==> config.mk <==
export PLATFORM = sky130hd
export DESIGN_NAME = par_to_ser_unloader_flat
export DESIGN_NICKNAME = d
export VERILOG_FILES = /design/src/rtl/par_to_ser_unloader_pkg.sv /design/src/rtl/par_to_ser_unloader_if.sv /design/src/rtl/par_to_ser_unloader_par_shift_hold.sv /design/src/rtl/par_to_ser_unloader.sv /design/src/flat_wrapper.sv
export SDC_FILE = /design/constraint.sdc
export NUM_CORES = 1
export LEC_CHECK = 0
export BUFFER_PORTS_ARGS = -buffer_cell sky130_fd_sc_hd__buf_4
export CORE_MARGIN = 2
export CORE_UTILIZATION = 53
export DETAILED_ROUTE_END_ITERATION = 6
export PLACE_DENSITY = 0.78
export SYNTH_ARGS = -nofsm -noshare
export SYNTH_HDL_FRONTEND = slang
export SYNTH_SLANG_ARGS = --single-unit
==> constraint.sdc <==
create_clock -name clk -period 2.41 [get_ports clk]
set_clock_uncertainty 0.2 [all_clocks]
set_input_delay 0.482 -clock clk [delete_from_list [all_inputs] [get_ports clk]]
set_output_delay 0.482 -clock clk [all_outputs]
set_load 0.005 [all_outputs]
==> src/rtl/par_to_ser_unloader_pkg.sv <==
// Shared types and defaults for the circular buffer and its serial unloader.
// Group width constants here must match the buffer's read-side J.
package par_to_ser_unloader_pkg;

  localparam int DEF_WIDTH = 8;
  localparam int DEF_J     = 4;

  typedef enum logic [1:0] {
    ST_IDLE  = 2'd0,
    ST_WAIT  = 2'd1,
    ST_SHIFT = 2'd2
  } state_t;

  // Bit offset of word slot idx inside a packed group; slot 0 is the LSBs.
  function automatic int slot_lsb(input int idx, input int width);
    return idx * width;
  endfunction

endpackage

==> src/rtl/par_to_ser_unloader_if.sv <==
// Buffer read side plus serial valid/ready side of the unloader.
// master = unloader, slave = buffer/downstream (or a testbench driving both).
interface par_to_ser_unloader_if
  import par_to_ser_unloader_pkg::*;
#(
  parameter int WIDTH = DEF_WIDTH,
  parameter int J     = DEF_J
);
  logic                 buf_empty;
  logic                 buf_valid;
  logic [WIDTH*J-1:0]   buf_data;
  logic                 buf_r_en;
  logic [WIDTH-1:0]     ser_data;
  logic                 ser_valid;
  logic                 ser_ready;
  logic                 ser_last;

  modport master (
    input  buf_empty, buf_valid, buf_data, ser_ready,
    output buf_r_en, ser_data, ser_valid, ser_last
  );

  modport slave (
    output buf_empty, buf_valid, buf_data, ser_ready,
    input  buf_r_en, ser_data, ser_valid, ser_last
  );
endinterface

==> src/rtl/par_to_ser_unloader_par_shift_hold.sv <==
// J-word hold register with word index mux; load captures a group, advance steps to next slot.
// Output word and last flag are combinational from registered hold/index.
module par_shift_hold
  import par_to_ser_unloader_pkg::*;
#(
  parameter int  WIDTH = DEF_WIDTH,
  parameter int  J     = DEF_J,
  localparam int IDX_W = (J > 1) ? $clog2(J) : 1
) (
  input  logic               clk,
  input  logic               rst,
  input  logic               load,
  input  logic               advance,
  input  logic [WIDTH*J-1:0] load_data,
  output logic [IDX_W-1:0]   idx,
  output logic [WIDTH-1:0]   data,
  output logic               last
);
  logic [WIDTH*J-1:0] hold;

  always_ff @(posedge clk or negedge rst) begin
    if (!rst) begin
      hold <= '0;
      idx  <= '0;
    end else if (load) begin
      hold <= load_data;
      idx  <= '0;
    end else if (advance) begin
      idx <= last ? '0 : idx + 1'b1;
    end
  end

  assign data = hold[slot_lsb(int'(idx), WIDTH) +: WIDTH];
  assign last = (idx == IDX_W'(J - 1));
endmodule

==> src/rtl/par_to_ser_unloader.sv <==
// Pulls one J-word group from the buffer and streams it out LSB slot first, one word per cycle.
// First word valid 1 cycle after buf_valid; words hold while ser_ready is low; next group requested on the last transfer.
module par_to_ser_unloader
  import par_to_ser_unloader_pkg::*;
#(
  parameter int WIDTH   = DEF_WIDTH,
  parameter int J       = DEF_J,
  parameter int TIMEOUT = 16,
  parameter int CNT_W   = 16
) (
  input  logic                 clk,
  input  logic                 rst,
  par_to_ser_unloader_if.master bus,
  output logic                 busy,
  output logic                 err_timeout,
  output logic [CNT_W-1:0]     words_out
);
  localparam int IDX_W = (J > 1) ? $clog2(J) : 1;
  localparam int TMR_W = $clog2(TIMEOUT + 1);

  state_t             state, state_nxt;
  logic [TMR_W-1:0]   timer, timer_nxt;
  logic               err_nxt;
  logic               r_en;
  logic               load, advance;
  logic               ser_vld;
  logic               xfer;
  logic [IDX_W-1:0]   idx;
  logic [WIDTH-1:0]   word;
  logic               grp_last;

  par_shift_hold #(.WIDTH(WIDTH), .J(J)) u_hold (
    .clk      (clk),
    .rst      (rst),
    .load     (load),
    .advance  (advance),
    .load_data(bus.buf_data),
    .idx      (idx),
    .data     (word),
    .last     (grp_last)
  );

  assign ser_vld = (state == ST_SHIFT);
  assign xfer    = ser_vld && bus.ser_ready;
  assign busy    = (state != ST_IDLE);

  always_comb begin
    state_nxt = state;
    timer_nxt = timer;
    err_nxt   = err_timeout;
    r_en      = 1'b0;
    load      = 1'b0;
    advance   = 1'b0;
    case (state)
      ST_IDLE: begin
        if (!bus.buf_empty) begin
          r_en      = 1'b1;
          timer_nxt = '0;
          state_nxt = ST_WAIT;
        end
      end
      ST_WAIT: begin
        timer_nxt = timer + 1'b1;
        // Data arriving on the expiry cycle still wins over the timeout.
        if (bus.buf_valid) begin
          load      = 1'b1;
          state_nxt = ST_SHIFT;
        end else if (timer == TMR_W'(TIMEOUT - 1)) begin
          err_nxt   = 1'b1;
          state_nxt = ST_IDLE;
        end
      end
      ST_SHIFT: begin
        if (xfer) begin
          advance = 1'b1;
          if (grp_last) begin
            if (!bus.buf_empty) begin
              r_en      = 1'b1;
              timer_nxt = '0;
              state_nxt = ST_WAIT;
            end else begin
              state_nxt = ST_IDLE;
            end
          end
        end
      end
      default: state_nxt = ST_IDLE;
    endcase
  end

  always_ff @(posedge clk or negedge rst) begin
    if (!rst) begin
      state       <= ST_IDLE;
      timer       <= '0;
      err_timeout <= 1'b0;
      words_out   <= '0;
    end else begin
      state       <= state_nxt;
      timer       <= timer_nxt;
      err_timeout <= err_nxt;
      if (xfer)
        words_out <= words_out + 1'b1;
    end
  end

  // The request is combinational from IDLE, so it is masked while reset is held.
  assign bus.buf_r_en  = r_en && rst;
  assign bus.ser_valid = ser_vld;
  assign bus.ser_data  = ser_vld ? word : '0;
  assign bus.ser_last  = ser_vld && (idx == IDX_W'(J - 1));
endmodule

==> src/flat_wrapper.sv <==
// flat-port wrapper written by rule: the top's interface ports become plain ports
module par_to_ser_unloader_flat import par_to_ser_unloader_pkg::*;
#(
  parameter int WIDTH   = DEF_WIDTH,
  parameter int J       = DEF_J,
  parameter int TIMEOUT = 16,
  parameter int CNT_W   = 16
)
  (clk, rst, busy, err_timeout, words_out, bus_buf_empty, bus_buf_valid, bus_buf_data, bus_ser_ready, bus_buf_r_en, bus_ser_data, bus_ser_valid, bus_ser_last);
  par_to_ser_unloader_if #(.WIDTH(WIDTH), .J(J)) bus_i ();
  input  logic clk;
  input  logic rst;
  output logic busy;
  output logic err_timeout;
  output logic [CNT_W-1:0] words_out;
  input wire logic [$bits(bus_i.buf_empty)-1:0] bus_buf_empty;
  input wire logic [$bits(bus_i.buf_valid)-1:0] bus_buf_valid;
  input wire logic [$bits(bus_i.buf_data)-1:0] bus_buf_data;
  input wire logic [$bits(bus_i.ser_ready)-1:0] bus_ser_ready;
  output wire logic [$bits(bus_i.buf_r_en)-1:0] bus_buf_r_en;
  output wire logic [$bits(bus_i.ser_data)-1:0] bus_ser_data;
  output wire logic [$bits(bus_i.ser_valid)-1:0] bus_ser_valid;
  output wire logic [$bits(bus_i.ser_last)-1:0] bus_ser_last;
  assign bus_i.buf_empty = bus_buf_empty;
  assign bus_i.buf_valid = bus_buf_valid;
  assign bus_i.buf_data = bus_buf_data;
  assign bus_i.ser_ready = bus_ser_ready;
  assign bus_buf_r_en = bus_i.buf_r_en;
  assign bus_ser_data = bus_i.ser_data;
  assign bus_ser_valid = bus_i.ser_valid;
  assign bus_ser_last = bus_i.ser_last;
  par_to_ser_unloader #(.WIDTH(WIDTH), .J(J), .TIMEOUT(TIMEOUT), .CNT_W(CNT_W)) u_core (.clk(clk), .rst(rst), .bus(bus_i), .busy(busy), .err_timeout(err_timeout), .words_out(words_out));
endmodule
==> run_results.csv <==
group,metric,value,unit
timing,period_share,97.0,%
synthesis,synth_cell_types,37,
floorplan,die_h,75.1,um
clock_network,holdBufCountCts,0,
critical_path,slowest_stage,"mux4_2",
synthesis,mappedNetlistArea,2680,um^2
critical_path,critPathLaunch,"u_core.u_hold.idx[0]",
run_status,status,"completed",
floorplan,fp.coreArea,4790,um^2
clock_network,cts_root_buf,"clkbuf_8",
run,drv_cap,0,
timing,finalHoldViolCount,0,
global_route,grt_pass1_wl,8280,um
timing,setup_viol,0,
drt,drtAntennaViolNets,0,
power_and_ir_drop,powerDensity,1100,nW/um^2
placement,portBuffers,65,
drt,finalWirelength,5050,um
critical_path,slowest_delay,0.50,ns
global_route,antenna_found_initial,0,
timing,tightest_slew,0.706,ns
floorplan,start_util,56.0,%
power_and_ir_drop,p_comb_share,30.6,%
floorplan,die-area,5640,um^2
clock_network,cts.sinks,58,
critical_path,crit_type,"flip-flop to primary output",
layout,drive_above_1_share,49.6,%
synthesis,synth_edf_count,0,
global_route,overflow,0,
synthesis,synth_top_area_cell,"dfrtp_1",
floorplan,die_w,75.1,um
synthesis,syn-instance-count,194,
drt,drc,0,
power_and_ir_drop,finalPower,3.80,mW
critical_path,path_common_cell,"buf_4",
synthesis,synth_top_cell_area_share,54.2,%
synthesis,synth_fp_nets,235,
synthesis,ys_ff_latch,58,
critical_path,cp.arrival,1.65,ns
timing,min_period,2.34,ns
clock_network,cts_made_buffers,9,
clock_network,clock_latency,0.32,ns
critical_path,startpoint_type,"flip-flop",
drt,avgRoutedWirePerCell,15.1,um
synthesis,synthArstFlopShare,100,%
global_route,first_global_vias,1798,
drt,num_vias,1749,
min_path,holdCritPathClass,"primary input to async pin",
power_and_ir_drop,pwr-share-clk,27.1,%
power_and_ir_drop,power_switching_share,27.5,%
synthesis,ys_seq_area_share,54.2,%
synthesis,ys_warn_count,0,
drt,viasPerCell,5.22,
clock_network,cts_max_level,3,
layout,final_common_cell,"buf_4",
placement,place_congestion,0.803,
global_route,track_usage,20.1,%
layout,utilization,72.0,%
clock_network,path_clk_slew,0.07,ns
timing,max_freq,428,MHz
timing,slew_headroom,52.9,%
clock_network,cts_tree,"yes",
floorplan,fp-row-count,25,
power_and_ir_drop,leakage,1.66,nW
layout,diodes,0,
layout,area_delta_synth_final,28.6,%
clock_network,clk_path_buf_depth,2,
placement,hpwlAfterDp,3630,um
layout,layout_common_cells,"68 x buf_4, 58 x dfrtp_1, 34 x mux2_2, 12 x xnor2_1, 12 x clkbuf_8",
power_and_ir_drop,p_int,2.76,mW
critical_path,crit_path_end_kind,"primary output",
drt,firstDrtPassIters,4,
critical_path,worstPathRequired,1.73,ns
power_and_ir_drop,seqPwrFrac,42.3,%
power_and_ir_drop,switching_power,1.05,mW
global_route,grt_max_degree,59,
critical_path,rr_startpoint,"u_core.u_hold.idx[1]",
timing,finalMaxSlewViolations,0,
timing,rsz0062_at_grt,"yes",
critical_path,cp_max_fo,5,
power_and_ir_drop,ir_drop,708,uV
floorplan,io-pin-count,66,
synthesis,synth_area_leaders,"dfrtp_1 54%, mux2_2 14%, mux4_2 6.7%, xnor2_1 3.9%, and2_1 2.1%",
critical_path,path_cells,"buf_4, mux4_2, and2_1, buf_4",
critical_path,reg2reg_depth,5,
synthesis,synth_flop_cell,"dfrtp_1",
synthesis,syn_area_per_cell,13.8,um^2
drt,drtIter0Drc,37,
layout,nets,304,
==> per-stage QoR <==
step           hold WS [ns]  instance area (um^2)  TNS, ns  worst slack (ns)  std cells
2_1_floorplan       -0.0136                  2680        0             0.467        194
3_3_place_gp          0.252                  3200        0             0.431        319
3_5_place_dp          0.266                  3200        0             0.385        319
4_1_cts               0.130                  3440        0            0.0200        335
5_1_grt               0.158                  3440  -0.0782           -0.0265        335
6_report              0.105                  3440        0            0.0733        335
==> cell usage after synthesis (4+ instances only) <==
cell type	n
ha_1	4
xnor2_1	12
a22o_1	4
mux2_2	34
inv_1	4
and3_1	4
nand4_1	5
nand3_1	5
nand2_1	9
and2_1	9
dfrtp_1	58
mux4_2	8
==> flip-flops by register name (all words and copies together), names as in the netlist <==
register            cells
u_core.err_timeout      1
u_core.state            2
u_core.timer            5
u_core.u_hold.hold     32
u_core.u_hold.idx       2
u_core.words_out       16
==> worst max-delay path: cells and delay by family, from the launching register on <==
| family | cells | cell delay (ns) |
|---|---|---|
| buffers and inverters | 2 | 0.30 |
| DFF | 1 | 0.35 |
| muxes | 1 | 0.50 |
| and+or+nand+nor | 1 | 0.18 |
==> final cells by class <==
class / count / area, um^2
Sequential cell: 58 / 1450
Clock buffer: 12 / 165
Inverter: 4 / 15.0
Tap cell: 67 / 83.8
Multi-Input combinational cell: 122 / 1150
Clock inverter: 4 / 72.6
Fill cell: 355 / 1340
Timing Repair Buffer: 68 / 510
==> cell families after synthesis <==
| family | count (synthesis) | synth area share (%) |
|---|---|---|
| buf+inv | 14 | 3.22 |
| compound gates | 13 | 3.46 |
| xor+xnor | 15 | 4.90 |
| mux | 44 | 21.8 |
| simple gates | 46 | 10.6 |
| fa+ha+maj | 4 | 1.87 |
| flops | 58 | 54.2 |
==> per-layer routing <==
metal	routed length (um)	global-route usage (%)	vias up
met5	0	0	-
met4	70	10.1	0
met3	230	4.55	8
met2	2520	31.7	52
met1	2240	26.4	859
li1	-	-	830
==> path summary, 6_finish.rpt <==
path | slack [ns] | endpoint
worst min-delay path | 0.11 | u_core.words_out[2]
worst max register to register | 0.41 | u_core.timer[0]
worst min register to register | 0.28 | u_core.err_timeout
max in group asynchronous | 1.43 | u_core.u_hold.hold[9]
min in group clk | 0.17 | u_core.state[0]
worst max-delay path | 0.07 | bus_ser_data[4]
==> power by group through the flow <==
stage	Sequential, mW	Combinational (mW)	Clock [mW]
2_1_floorplan	1.49	0.909	0
3_3_place_gp	1.60	1.14	0
3_5_place_dp	1.61	1.18	0
4_1_cts	1.60	1.18	1.05
5_1_grt	1.66	1.29	1.09
6_report	1.61	1.16	1.03
==> timing repair <==
item,CTS,global route
setup endpoints to repair,0,9
resized for setup,0,1
hold endpoints to repair,0,0
buffers inserted,0,0
No activity file was read; power rests on OpenSTA's default activity.
